File: src/rtl/pito_boot_loader_pkg.sv
// Shared types for the pito boot loader: command bytes, FSM states and the
// command decoder used both from IDLE and from the last write of a packet.
package pito_boot_loader_pkg;

  localparam int LOADER_WORD_BYTES   = 4;
  localparam int LOADER_IMEM_AW_DEF  = 12;
  localparam int LOADER_DMEM_AW_DEF  = 12;

  typedef enum logic [7:0] {
    LDR_IMEM = 8'h01,
    LDR_DMEM = 8'h02,
    LDR_GO   = 8'h03,
    LDR_HALT = 8'h04
  } loader_cmd_t;

  typedef enum logic [2:0] {
    IDLE = 3'd0,
    HDR  = 3'd1,
    DATA = 3'd2,
    WR   = 3'd3,
    RUN  = 3'd4
  } loader_state_t;

  typedef enum logic {
    TGT_IMEM = 1'b0,
    TGT_DMEM = 1'b1
  } loader_tgt_t;

  typedef struct packed {
    loader_state_t state;
    loader_tgt_t   tgt;
    logic          bad;
  } cmd_dec_t;

  // HALT outside RUN is a legal no-op; anything unknown flags an error.
  function automatic cmd_dec_t decode_cmd(input logic [7:0] b, input loader_tgt_t tgt);
    cmd_dec_t r;
    r.state = IDLE;
    r.tgt   = tgt;
    r.bad   = 1'b0;
    case (b)
      LDR_IMEM: begin r.state = HDR; r.tgt = TGT_IMEM; end
      LDR_DMEM: begin r.state = HDR; r.tgt = TGT_DMEM; end
      LDR_GO:   r.state = RUN;
      LDR_HALT: r.state = IDLE;
      default:  r.bad = 1'b1;
    endcase
    return r;
  endfunction

endpackage

File: src/rtl/pito_boot_loader_timeout.sv
// Inter-byte watchdog: reloads to CYCLES on every reload pulse and counts down
// to zero, where it raises expired until the next reload.
module pito_loader_timeout #(
  parameter int CYCLES = 1_000_000
) (
  input  logic clk,
  input  logic rst_n,
  input  logic reload,
  output logic expired
);

  localparam int CW = $clog2(CYCLES + 1);

  logic [CW-1:0] cnt_q, cnt_d;

  always_comb begin
    cnt_d = cnt_q;
    if (reload) begin
      cnt_d = CW'(CYCLES);
    end else if (cnt_q != '0) begin
      cnt_d = cnt_q - CW'(1);
    end
  end

  always_ff @(posedge clk or negedge rst_n) begin
    if (!rst_n) begin
      cnt_q <= CW'(CYCLES);
    end else begin
      cnt_q <= cnt_d;
    end
  end

  assign expired = (cnt_q == '0);

endmodule

File: src/rtl/pito_boot_loader.sv
// UART-fed boot loader: decodes load/GO/HALT packets, writes 32-bit words into
// imem/dmem through their external ports and holds the core in reset until GO.
module pito_boot_loader
  import pito_boot_loader_pkg::*;
#(
  parameter int IMEM_ADDR_WIDTH = LOADER_IMEM_AW_DEF,
  parameter int DMEM_ADDR_WIDTH = LOADER_DMEM_AW_DEF,
  parameter int TIMEOUT_CYCLES  = 1_000_000
) (
  input  logic                       clk,
  input  logic                       rst_n,
  input  logic                       rx_valid,
  input  logic [7:0]                 rx_data,
  output logic                       imem_req,
  output logic                       imem_we,
  output logic [IMEM_ADDR_WIDTH-1:0] imem_addr,
  output logic [31:0]                imem_wdata,
  output logic [3:0]                 imem_be,
  output logic                       dmem_req,
  output logic                       dmem_we,
  output logic [DMEM_ADDR_WIDTH-1:0] dmem_addr,
  output logic [31:0]                dmem_wdata,
  output logic [3:0]                 dmem_be,
  output logic                       core_rst_n,
  output logic                       boot_done,
  output logic                       err
);

  localparam int BW = $clog2(LOADER_WORD_BYTES);

  loader_state_t state_q, state_d;
  loader_tgt_t   tgt_q, tgt_d;
  logic [1:0]    hdr_idx_q, hdr_idx_d;
  logic [BW-1:0] byte_idx_q, byte_idx_d;
  logic [15:0]   count_q, count_d;
  logic [15:0]   addr_q, addr_d;
  logic [31:0]   wbuf_q, wbuf_d;
  logic          err_q, err_d;

  logic                       imem_req_q, imem_req_d;
  logic [IMEM_ADDR_WIDTH-1:0] imem_addr_q, imem_addr_d;
  logic [31:0]                imem_wdata_q, imem_wdata_d;
  logic [3:0]                 imem_be_q, imem_be_d;
  logic                       dmem_req_q, dmem_req_d;
  logic [DMEM_ADDR_WIDTH-1:0] dmem_addr_q, dmem_addr_d;
  logic [31:0]                dmem_wdata_q, dmem_wdata_d;
  logic [3:0]                 dmem_be_q, dmem_be_d;
  logic                       core_rst_n_q, core_rst_n_d;

  logic     to_reload, to_expired;
  cmd_dec_t dec;

  // The watchdog only runs while a packet is half received.
  assign to_reload = rx_valid || !((state_q == HDR) || (state_q == DATA));

  pito_loader_timeout #(
    .CYCLES (TIMEOUT_CYCLES)
  ) u_timeout (
    .clk     (clk),
    .rst_n   (rst_n),
    .reload  (to_reload),
    .expired (to_expired)
  );

  assign dec = decode_cmd(rx_data, tgt_q);

  always_ff @(posedge clk or negedge rst_n) begin
    if (!rst_n) begin
      state_q      <= IDLE;
      tgt_q        <= TGT_IMEM;
      hdr_idx_q    <= '0;
      byte_idx_q   <= '0;
      count_q      <= '0;
      addr_q       <= '0;
      wbuf_q       <= '0;
      err_q        <= 1'b0;
      imem_req_q   <= 1'b0;
      imem_addr_q  <= '0;
      imem_wdata_q <= '0;
      imem_be_q    <= '0;
      dmem_req_q   <= 1'b0;
      dmem_addr_q  <= '0;
      dmem_wdata_q <= '0;
      dmem_be_q    <= '0;
      core_rst_n_q <= 1'b0;
    end else begin
      state_q      <= state_d;
      tgt_q        <= tgt_d;
      hdr_idx_q    <= hdr_idx_d;
      byte_idx_q   <= byte_idx_d;
      count_q      <= count_d;
      addr_q       <= addr_d;
      wbuf_q       <= wbuf_d;
      err_q        <= err_d;
      imem_req_q   <= imem_req_d;
      imem_addr_q  <= imem_addr_d;
      imem_wdata_q <= imem_wdata_d;
      imem_be_q    <= imem_be_d;
      dmem_req_q   <= dmem_req_d;
      dmem_addr_q  <= dmem_addr_d;
      dmem_wdata_q <= dmem_wdata_d;
      dmem_be_q    <= dmem_be_d;
      core_rst_n_q <= core_rst_n_d;
    end
  end

  always_comb begin
    state_d    = state_q;
    tgt_d      = tgt_q;
    hdr_idx_d  = hdr_idx_q;
    byte_idx_d = byte_idx_q;
    count_d    = count_q;
    addr_d     = addr_q;
    wbuf_d     = wbuf_q;
    err_d      = err_q;
    case (state_q)
      IDLE: begin
        if (rx_valid) begin
          state_d   = dec.state;
          tgt_d     = dec.tgt;
          hdr_idx_d = '0;
          if (dec.bad) err_d = 1'b1;
        end
      end
      HDR: begin
        if (rx_valid) begin
          hdr_idx_d = hdr_idx_q + 2'd1;
          case (hdr_idx_q)
            2'd0: count_d[7:0]  = rx_data;
            2'd1: count_d[15:8] = rx_data;
            2'd2: addr_d[7:0]   = rx_data;
            default: begin
              addr_d[15:8] = rx_data;
              byte_idx_d   = '0;
              state_d      = (count_q == 16'd0) ? IDLE : DATA;
            end
          endcase
        end else if (to_expired) begin
          state_d = IDLE;
          err_d   = 1'b1;
        end
      end
      DATA: begin
        if (rx_valid) begin
          wbuf_d[{byte_idx_q, 3'b000} +: 8] = rx_data;
          byte_idx_d = byte_idx_q + BW'(1);
          if (byte_idx_q == BW'(LOADER_WORD_BYTES - 1)) state_d = WR;
        end else if (to_expired) begin
          state_d = IDLE;
          err_d   = 1'b1;
        end
      end
      WR: begin
        addr_d  = addr_q + 16'd1;
        count_d = count_q - 16'd1;
        // A byte landing here belongs to the next word, or to the next packet.
        if (count_q == 16'd1) begin
          state_d = IDLE;
          if (rx_valid) begin
            state_d   = dec.state;
            tgt_d     = dec.tgt;
            hdr_idx_d = '0;
            if (dec.bad) err_d = 1'b1;
          end
        end else begin
          state_d = DATA;
          if (rx_valid) begin
            wbuf_d[7:0] = rx_data;
            byte_idx_d  = BW'(1);
          end
        end
      end
      RUN: begin
        if (rx_valid && (rx_data == LDR_HALT)) state_d = IDLE;
      end
      default: state_d = IDLE;
    endcase
  end

  // Outputs are registered from the next state so the strobe lands one cycle
  // after the last data byte.
  always_comb begin
    imem_req_d   = (state_d == WR) && (tgt_d == TGT_IMEM);
    dmem_req_d   = (state_d == WR) && (tgt_d == TGT_DMEM);
    imem_addr_d  = imem_addr_q;
    imem_wdata_d = imem_wdata_q;
    imem_be_d    = 4'h0;
    dmem_addr_d  = dmem_addr_q;
    dmem_wdata_d = dmem_wdata_q;
    dmem_be_d    = 4'h0;
    if (imem_req_d) begin
      imem_addr_d  = addr_q[IMEM_ADDR_WIDTH-1:0];
      imem_wdata_d = wbuf_d;
      imem_be_d    = 4'hF;
    end
    if (dmem_req_d) begin
      dmem_addr_d  = addr_q[DMEM_ADDR_WIDTH-1:0];
      dmem_wdata_d = wbuf_d;
      dmem_be_d    = 4'hF;
    end
    core_rst_n_d = (state_d == RUN);
  end

  assign imem_req   = imem_req_q;
  assign imem_we    = imem_req_q;
  assign imem_addr  = imem_addr_q;
  assign imem_wdata = imem_wdata_q;
  assign imem_be    = imem_be_q;
  assign dmem_req   = dmem_req_q;
  assign dmem_we    = dmem_req_q;
  assign dmem_addr  = dmem_addr_q;
  assign dmem_wdata = dmem_wdata_q;
  assign dmem_be    = dmem_be_q;
  assign core_rst_n = core_rst_n_q;
  assign boot_done  = core_rst_n_q;
  assign err        = err_q;

endmodule

File: config.mk
export PLATFORM = sky130hd
export DESIGN_NAME = pito_boot_loader
export DESIGN_NICKNAME = d
export VERILOG_FILES = /design/src/rtl/pito_boot_loader_pkg.sv /design/src/rtl/pito_boot_loader_timeout.sv /design/src/rtl/pito_boot_loader.sv
export SDC_FILE = /design/constraint.sdc
export NUM_CORES = 1
export LEC_CHECK = 0
export BUFFER_PORTS_ARGS = -buffer_cell sky130_fd_sc_hd__buf_2
export CAP_MARGIN = 10
export CORE_MARGIN = 2
export CORE_UTILIZATION = 50
export DETAILED_ROUTE_END_ITERATION = 8
export HOLD_SLACK_MARGIN = 0.08
export PLACE_DENSITY = 0.71
export SKIP_CTS_REPAIR_TIMING = 1
export SLEW_MARGIN = 20
export SYNTH_ARGS = -nofsm -noshare
export SYNTH_HDL_FRONTEND = slang
export SYNTH_SLANG_ARGS = --single-unit
File: constraint.sdc
create_clock -name clk -period 7.1 [get_ports clk]
set_input_delay 1.42 -clock clk [delete_from_list [all_inputs] [get_ports clk]]
set_output_delay 1.42 -clock clk [all_outputs]
set_load 0.02 [all_outputs]
==> reports/qor.yml, run 1 <==
outcome:
  status: "completed"
worst_setup_path:
  critical_path_depth: 7
  crit_chain: "buf_2, nor4bb_2, nand2_1, or2_2, clkinv_1, nor2_1, a31oi_1"
  worst_path_dominant_cell_family: "simple AND/OR/NAND/NOR gates"
  start_kind: "input pin"
  reg2reg_depth: 5
  rr_endpoint: "byte_idx_q[1]"
  cp_num_buf_inv: 2
  cpMaxStageDelayCell: "sky130_fd_sc_hd__nor4bb_2"
  arrival_ps: 3450
  worstPathRequired_ps: 7450
  crit-reg2reg-launch: "count_q[4]"
  critPathMaxStageDelay_ps: 680
  setup.worst_path.class: "in -> reg"
  crit_start: "rx_valid"
  critPathMaxFanout: 27
  crit_end: "imem_wdata[4]"
  rrSetupSlack_ps: 4440
  cp-end-kind: "flop"
drt:
  route.detailed.vias_per_inst: 5.61
  top_layer_used: "met4"
  detail-route-antenna-nets: 0
  post_drt_wl_per_cell_um: 16.2
  dr_wl_met2_um: 9360
  routed_wirelength_um: 19700
  detailedRoute.firstIterationViolations: 687
  met1Wirelength_um: 9130
  met3_length_um: 905
  vias: 6809
  total_drc_errors_in_the_routed_layout: 0
  firstDrtPassIters: 5
placed_design:
  detailed_place_hpwl_um: 12900
  routabilityCongestion: 0.871
  numPlacedInstances: 1181
  portBuffers: 113
synthesis:
  netlist_instances: 903
  ys_types: 61
  synth_top_cells_by_area: "sky130_fd_sc_hd__dfrtp_1 (52%), sky130_fd_sc_hd__nand2_1 (8.0%), sky130_fd_sc_hd__o21ai_0 (4.1%)"
  synthesis.yosys.warnings: 0
  synth_xor_area_frac: 0.0136
  synth_top_family_by_area: "simple AND/OR/NAND/NOR gates"
  yosys.area.top_type_share: 0.518
  synth-edff-count: 0
  mappedNetlistArea_sq_mm: 0.00835
  postSynthNetCount: 929
  synth_top_cell_by_area: "sky130_fd_sc_hd__dfrtp_1"
  muxShareOfSynthArea: 0.00974
  synth-compound-area-share: 0.145
  synth_async_sr_flop_share: 1.00
  synth_ff_type: "sky130_fd_sc_hd__dfrtp_1"
  post_synth_and_or_nand_nor_area_fraction: 0.218
  synth-seq-area-share: 0.540
  synth-adder-area-share: 0.0225
  synth_top_cells_by_count: "sky130_fd_sc_hd__nand2_1 (177), sky130_fd_sc_hd__dfrtp_1 (173), sky130_fd_sc_hd__nor2_1 (72)"
  yosysMostFrequentCell: "sky130_fd_sc_hd__nand2_1"
  ys_ff_latch: 180
  synthesized_area_per_cell_sq_um: 9.25
power_and_ir_drop:
  p_per_area_mw_per_mm2: 241
  power_leakage_nw: 4.87
  vdd_drop_max_v: 0.000189
global_route:
  antenna_violations_before_repair: 0
  global_route.overflow_total: 0
  grt_pass1_wl_um: 32900
  largest_net_degree_at_the_start_of_global_routing: 115
  first_global_vias: 6398
  gr-usage-all-layers: 0.231
timing:
  finalWorstPathRequiredPeriod_ps: 3100
  timing_hold_violations_final: 0
  tightestPinTransition_ps: 1020
  fin_worst_hold_slack_ps: 470
  slew_headroom: 0.312
  slew_viol_final: 0
  finClkSkew_ps: 8.66
  setup_total_negative_slack_ps: 0
  grt_setup_unrepaired: "no"
  min_period_over_period: 0.437
  setup_violations: 0
  fmax_mhz: 322
hold_path:
  hp-start: "dmem_addr[11]"
  min_path_type: "reg -> reg"
  timing.hold.worst_path_depth: 2
cells_and_area:
  num-nets-final: 1006
  fraction_of_final_layout_cells_with_drive_strength_greater_than_1: 0.177
  finalNonFillerCells: 1213
  num_antenna_cells: 0
  layout-area-overhead-vs-synth_pct: 14.9
  layout.core_utilization: 0.583
floorplanning:
  start_util: 0.507
  core_area_sq_mm: 0.0165
  die_height_um: 133
  core.rowCount: 47
  floorplan.die.width_um: 133
  boundaryPins: 114
  die-area_sq_mm: 0.0178
clock_network:
  clk_path_buf_depth: 2
  register_clock_pin_slew_on_the_reported_worst_setup_and_hold_paths_ps: 70
  numCtsBuffers: 17
  clock_sink_count: 180
  clock_tree_root_buffer_cell: "sky130_fd_sc_hd__clkbuf_16"
  clkLatencyLatePin_ps: 440
  cts_tree: "done"
  htree_levels: 4
flow_run:
  max_cap_violations: 0
-- flip-flops by register name, indices dropped and copies added, names as in the netlist --
register	count
byte_idx_q	2
imem_wdata	32
imem_be	1
dmem_wdata	32
state_q	3
wbuf_q	32
dmem_be	1
boot_done	1
u_timeout.cnt_q	20
dmem_addr	12
addr_q	12
hdr_idx_q	2
imem_addr	12
err	1
tgt_q	1
count_q	16
-- stage by stage --
stage	worst slack [ps]	area, sq um	total power [mW]
floorplan	3910	8350	1.28
global placement	3380	8970	1.35
detailed placement	3310	8970	1.35
CTS	3740	9570	2.31
global route	3730	9590	2.40
finish	4000	9590	2.31
-- worst register-to-register path, cell delays in order (launching register included) --
cell                       delay, ps
sky130_fd_sc_hd__dfrtp_1         420
sky130_fd_sc_hd__nor3_1          640
sky130_fd_sc_hd__nor4bb_4        750
sky130_fd_sc_hd__nand2_1         190
sky130_fd_sc_hd__o221ai_1        350
sky130_fd_sc_hd__mux2i_1         240
-- report_power, final --
| group | internal, mW | switching, mW | leakage, nW | total, mW |
|---|---|---|---|---|
| logic | 0.0791 | 0.135 | 2.18 | 0.214 |
| registers | 1.07 | 0.0562 | 2.40 | 1.13 |
| clock network | 0.547 | 0.419 | 0.293 | 0.966 |
| total | 1.70 | 0.610 | 4.87 | 2.31 |
-- layout by cell type (no fill, tap or decap), types with 6 or more instances in the layout --
cell type / count
sky130_fd_sc_hd__mux2i_1: 7
sky130_fd_sc_hd__buf_2: 112
sky130_fd_sc_hd__a21oi_1: 53
sky130_fd_sc_hd__a21o_1: 6
sky130_fd_sc_hd__nor2_1: 72
sky130_fd_sc_hd__nand3_1: 14
sky130_fd_sc_hd__dfrtp_1: 173
sky130_fd_sc_hd__nand4_1: 17
sky130_fd_sc_hd__and3_1: 25
sky130_fd_sc_hd__inv_1: 38
sky130_fd_sc_hd__o311ai_0: 6
sky130_fd_sc_hd__a31oi_1: 21
sky130_fd_sc_hd__or3_1: 16
sky130_fd_sc_hd__a211oi_1: 11
sky130_fd_sc_hd__nor3_1: 22
sky130_fd_sc_hd__nand2_1: 177
sky130_fd_sc_hd__xnor2_1: 12
sky130_fd_sc_hd__dfstp_2: 7
sky130_fd_sc_hd__o21ai_0: 69
sky130_fd_sc_hd__nor2b_1: 7
sky130_fd_sc_hd__clkbuf_16: 17
sky130_fd_sc_hd__ha_1: 15
-- layout make-up --
type	count	area, sq um
clock buffers	21	460
clock inverters	11	139
fillers	1449	6870
inverters	40	150
multi-input cells	623	3440
flip-flops and latches	180	4510
well taps	220	275
repair buffers	118	612
-- routing by layer --
metal | GRT usage | vias to the layer above
met5 | 0 | -
met4 | 0.0691 | 0
met3 | 0.0411 | 23
met2 | 0.362 | 189
met1 | 0.332 | 3312
li1 | - | 3285
-- worst min-delay path by stage --
stage	end	slack (ps)
finish	dmem_addr[11]	470
global route	dmem_wdata[28]	500
CTS	dmem_addr[9]	470
detailed placement	dmem_addr[11]	460
global placement	dmem_addr[3]	450
floorplan	wbuf_q[17]	440
-- cells by family after synthesis --
logic type / after synthesis
XOR/XNOR: 13
multiplexers: 8
AO/OA/AOI/OAI: 197
AND/OR/NAND/NOR: 390
flip-flops: 180
adder cells (fa/ha/maj): 15
buffers and inverters: 100
Note: power is estimated with default switching activity, not from simulation.
==> run 2: changes to the inputs <==
--- a/config.mk
+++ b/config.mk
@@ -11,7 +11,7 @@
 export CORE_UTILIZATION = 50
 export DETAILED_ROUTE_END_ITERATION = 8
 export HOLD_SLACK_MARGIN = 0.08
-export PLACE_DENSITY = 0.71
+export PLACE_DENSITY = 0.74
 export SKIP_CTS_REPAIR_TIMING = 1
 export SLEW_MARGIN = 20
 export SYNTH_ARGS = -nofsm -noshare
==> constraint.sdc (replaced) <==
create_clock -name clk -period 2.7 [get_ports clk]
set_input_delay 0.54 -clock clk [delete_from_list [all_inputs] [get_ports clk]]
set_output_delay 0.54 -clock clk [all_outputs]
set_load 0.02 [all_outputs]
==> run 2 against run 1 <==
Net effect:
- first-iteration DRC count is 31% lower
- worst hold slack worse by 430 ps
- sequential share of layout area is 0.69 points lower
- non-clock buffer count is 21 higher
- core utilization is 0.87 points higher
- cell count is 1.7% higher
- highest routed layer unchanged
- critical endpoint is now u_timeout.cnt_q[16]
==> reports/qor.yml, run 2 (synthesis gave the netlist of run 1 again) <==
worst_setup_path:
  crit_chain: "or4_4, or3_1, or4_4, a211o_1"
  start_kind: "flop"
  arrival_ps: 2740  # -710 ps
  cp-end-kind: "flop"
  rrSetupSlack_ps: 320  # -4120 ps
  worstPathRequired_ps: 3060  # -4390 ps
  reg2reg_depth: 4  # -1
  critPathMaxStageDelay_ps: 580  # -100 ps
  cpMaxStageDelayCell: "sky130_fd_sc_hd__or4_4"
  setup.worst_path.class: "reg -> reg"
  rr_endpoint: "u_timeout.cnt_q[16]"
  critPathMaxFanout: 7  # -74%
  crit-reg2reg-launch: "u_timeout.cnt_q[3]"
  crit_top_cell: "sky130_fd_sc_hd__or4_4"
cells_and_area:
  num_antenna_cells: 0  # unchanged
  layout.core_utilization: 0.591  # +0.00866
  final_common_cell: "sky130_fd_sc_hd__nand2_1"
  multiInputGateArea_sq_mm: 0.00342  # -0.62%
  most-common-layout-cells: "sky130_fd_sc_hd__nand2_1 (177), sky130_fd_sc_hd__dfrtp_1 (173), sky130_fd_sc_hd__buf_2 (112), sky130_fd_sc_hd__nor2_1 (72), sky130_fd_sc_hd__o21ai_0 (69)"
  layout-area-overhead-vs-synth_pct: 16.6
  fin_area_sq_mm: 0.00973  # +1.5%
  finalNonFillerCells: 1234  # +1.7%
  layout.area.seq_sq_mm: 0.00451  # unchanged
  num-nets-final: 1027  # +2.1%
  nFillCells: 1436  # -0.90%
  fraction_of_final_layout_cells_with_drive_strength_greater_than_1: 0.194  # +0.0170
hold_path:
  min_path_type: "in -> async"
drt:
  routed_wirelength_um: 19500  # -0.67%
  total_drc_errors_in_the_routed_layout: 0  # unchanged
  post_drt_wl_per_cell_um: 15.8  # -2.4%
  vias: 6791  # -0.26%
  detail-route-antenna-nets: 0  # unchanged
  detailedRoute.firstIterationViolations: 477  # -31%
  firstDrtPassIters: 6  # +1
  route.detailed.vias_per_inst: 5.50  # -2.0%
floorplanning:
  floorplan.die.width_um: 133  # unchanged
  die-area_sq_mm: 0.0178  # unchanged
  start_util: 0.507  # unchanged
  core_area_sq_mm: 0.0165  # unchanged
  boundaryPins: 114  # unchanged
  core.rowCount: 47  # unchanged
  die_height_um: 133  # unchanged
placed_design:
  numPlacedInstances: 1202  # +1.8%
  routabilityCongestion: 0.840  # -3.6%
  postPlaceCellArea_sq_mm: 0.00914  # +1.8%
  dp_worst_setup_slack_ps: 333  # -2970 ps
  detailed_place_hpwl_um: 13300  # +3.6%
  portBuffers: 113  # unchanged
clock_network:
  register_clock_pin_slew_on_the_reported_worst_setup_and_hold_paths_ps: 70  # about the same
  numCtsBuffers: 17  # unchanged
  clkLatencyLatePin_ps: 430  # about the same
  cts_tree: "done"
  clock_tree_root_buffer_cell: "sky130_fd_sc_hd__clkbuf_16"
  clock_sink_count: 180  # unchanged
  clk_path_buf_depth: 2  # unchanged
  htree_levels: 4  # unchanged
global_route:
  gr-usage-all-layers: 0.227  # -0.00342
  first_global_vias: 6359  # -0.61%
  largest_net_degree_at_the_start_of_global_routing: 63  # -45%
  global_route.overflow_total: 0  # unchanged
  grt_pass1_wl_um: 32300  # -1.7%
  antenna_violations_before_repair: 0  # unchanged
power_and_ir_drop:
  pwr-share-comb: 0.099  # +0.006
  internal_power_mw: 4.40  # +160%
  total_power_mw: 6.01  # +160%
  reported_net_switching_power_mw: 1.61  # +160%
  switching_share: 0.268  # +0.00401
  clkPwrFrac: 0.409  # -0.010
  vdd_drop_max_v: 0.000485  # +160%
  power_leakage_nw: 4.95  # +1.7%
  p_per_area_mw_per_mm2: 618  # +160%
  power.sequential.fraction: 0.493  # +0.004
timing:
  timing_hold_violations_final: 0  # unchanged
  fmax_mhz: 420
  fin_worst_hold_slack_ps: 44.5  # -425 ps
  setup_violations: 0  # unchanged
  slew_viol_final: 0  # unchanged
  min_period_over_period: 0.882
  grt_setup_unrepaired: "no"
  slew_headroom: 0.484  # +0.172
  setup_total_negative_slack_ps: 0  # unchanged
  finClkSkew_ps: 12.0  # +3.38 ps
  finalWorstPathRequiredPeriod_ps: 2380
  tightestPinTransition_ps: 770  # -254 ps
  finalWorstSetupSlack_ps: 320  # -3680 ps
flow_run:
  max_cap_violations: 0  # unchanged
outcome:
  status: "completed"
-- run 2: routing by layer --
layer,up-vias,global-route usage,wire length [um]
met3,25,0.0400,861
met2,163,0.364,9150
li1,3327,-,-
met4,0,0.0810,369
met1,3276,0.315,9150
met5,-,0,0
-- run 2: power groups by stage --
stage / Clock [mW] / Sequential [mW] / Combinational [mW]
6_report: 2.46 / 2.96 / 0.593
5_1_grt: 2.62 / 2.98 / 0.673
4_1_cts: 2.50 / 2.96 / 0.598
3_5_place_dp: 0 / 3.01 / 0.593
3_3_place_gp: 0 / 3.00 / 0.579
2_1_floorplan: 0 / 2.96 / 0.405
-- run 2: area by class of cell --
| class | instances | area share |
|---|---|---|
| Sequential cell | 180 | 0.464 |
| Multi-Input combinational cell | 623 | 0.351 |
| Timing Repair Buffer | 139 | 0.0801 |
| Clock inverter | 13 | 0.0147 |
| Inverter | 40 | 0.0154 |
| Tap cell | 220 | 0.0283 |
| Clock buffer | 19 | 0.0465 |
-- run 2: worst max path at each step --
stage,slack (ps),end,depth (start not counted),start
3_3_place_gp,380,u_timeout.cnt_q[16],4,u_timeout.cnt_q[3]
6_report,320,u_timeout.cnt_q[16],4,u_timeout.cnt_q[3]
2_1_floorplan,370,u_timeout.cnt_q[16],7,u_timeout.cnt_q[0]
3_5_place_dp,330,u_timeout.cnt_q[16],4,u_timeout.cnt_q[3]
4_1_cts,330,u_timeout.cnt_q[16],4,u_timeout.cnt_q[3]
5_1_grt,200,byte_idx_q[1],6,count_q[10]
-- run 2: worst max-delay path, delay by kind of cell (launching register included) --
kind	cells	cell delay, ps
AO/OA/AOI/OAI	1	300
AND/OR/NAND/NOR	3	1590
flip-flops	1	430
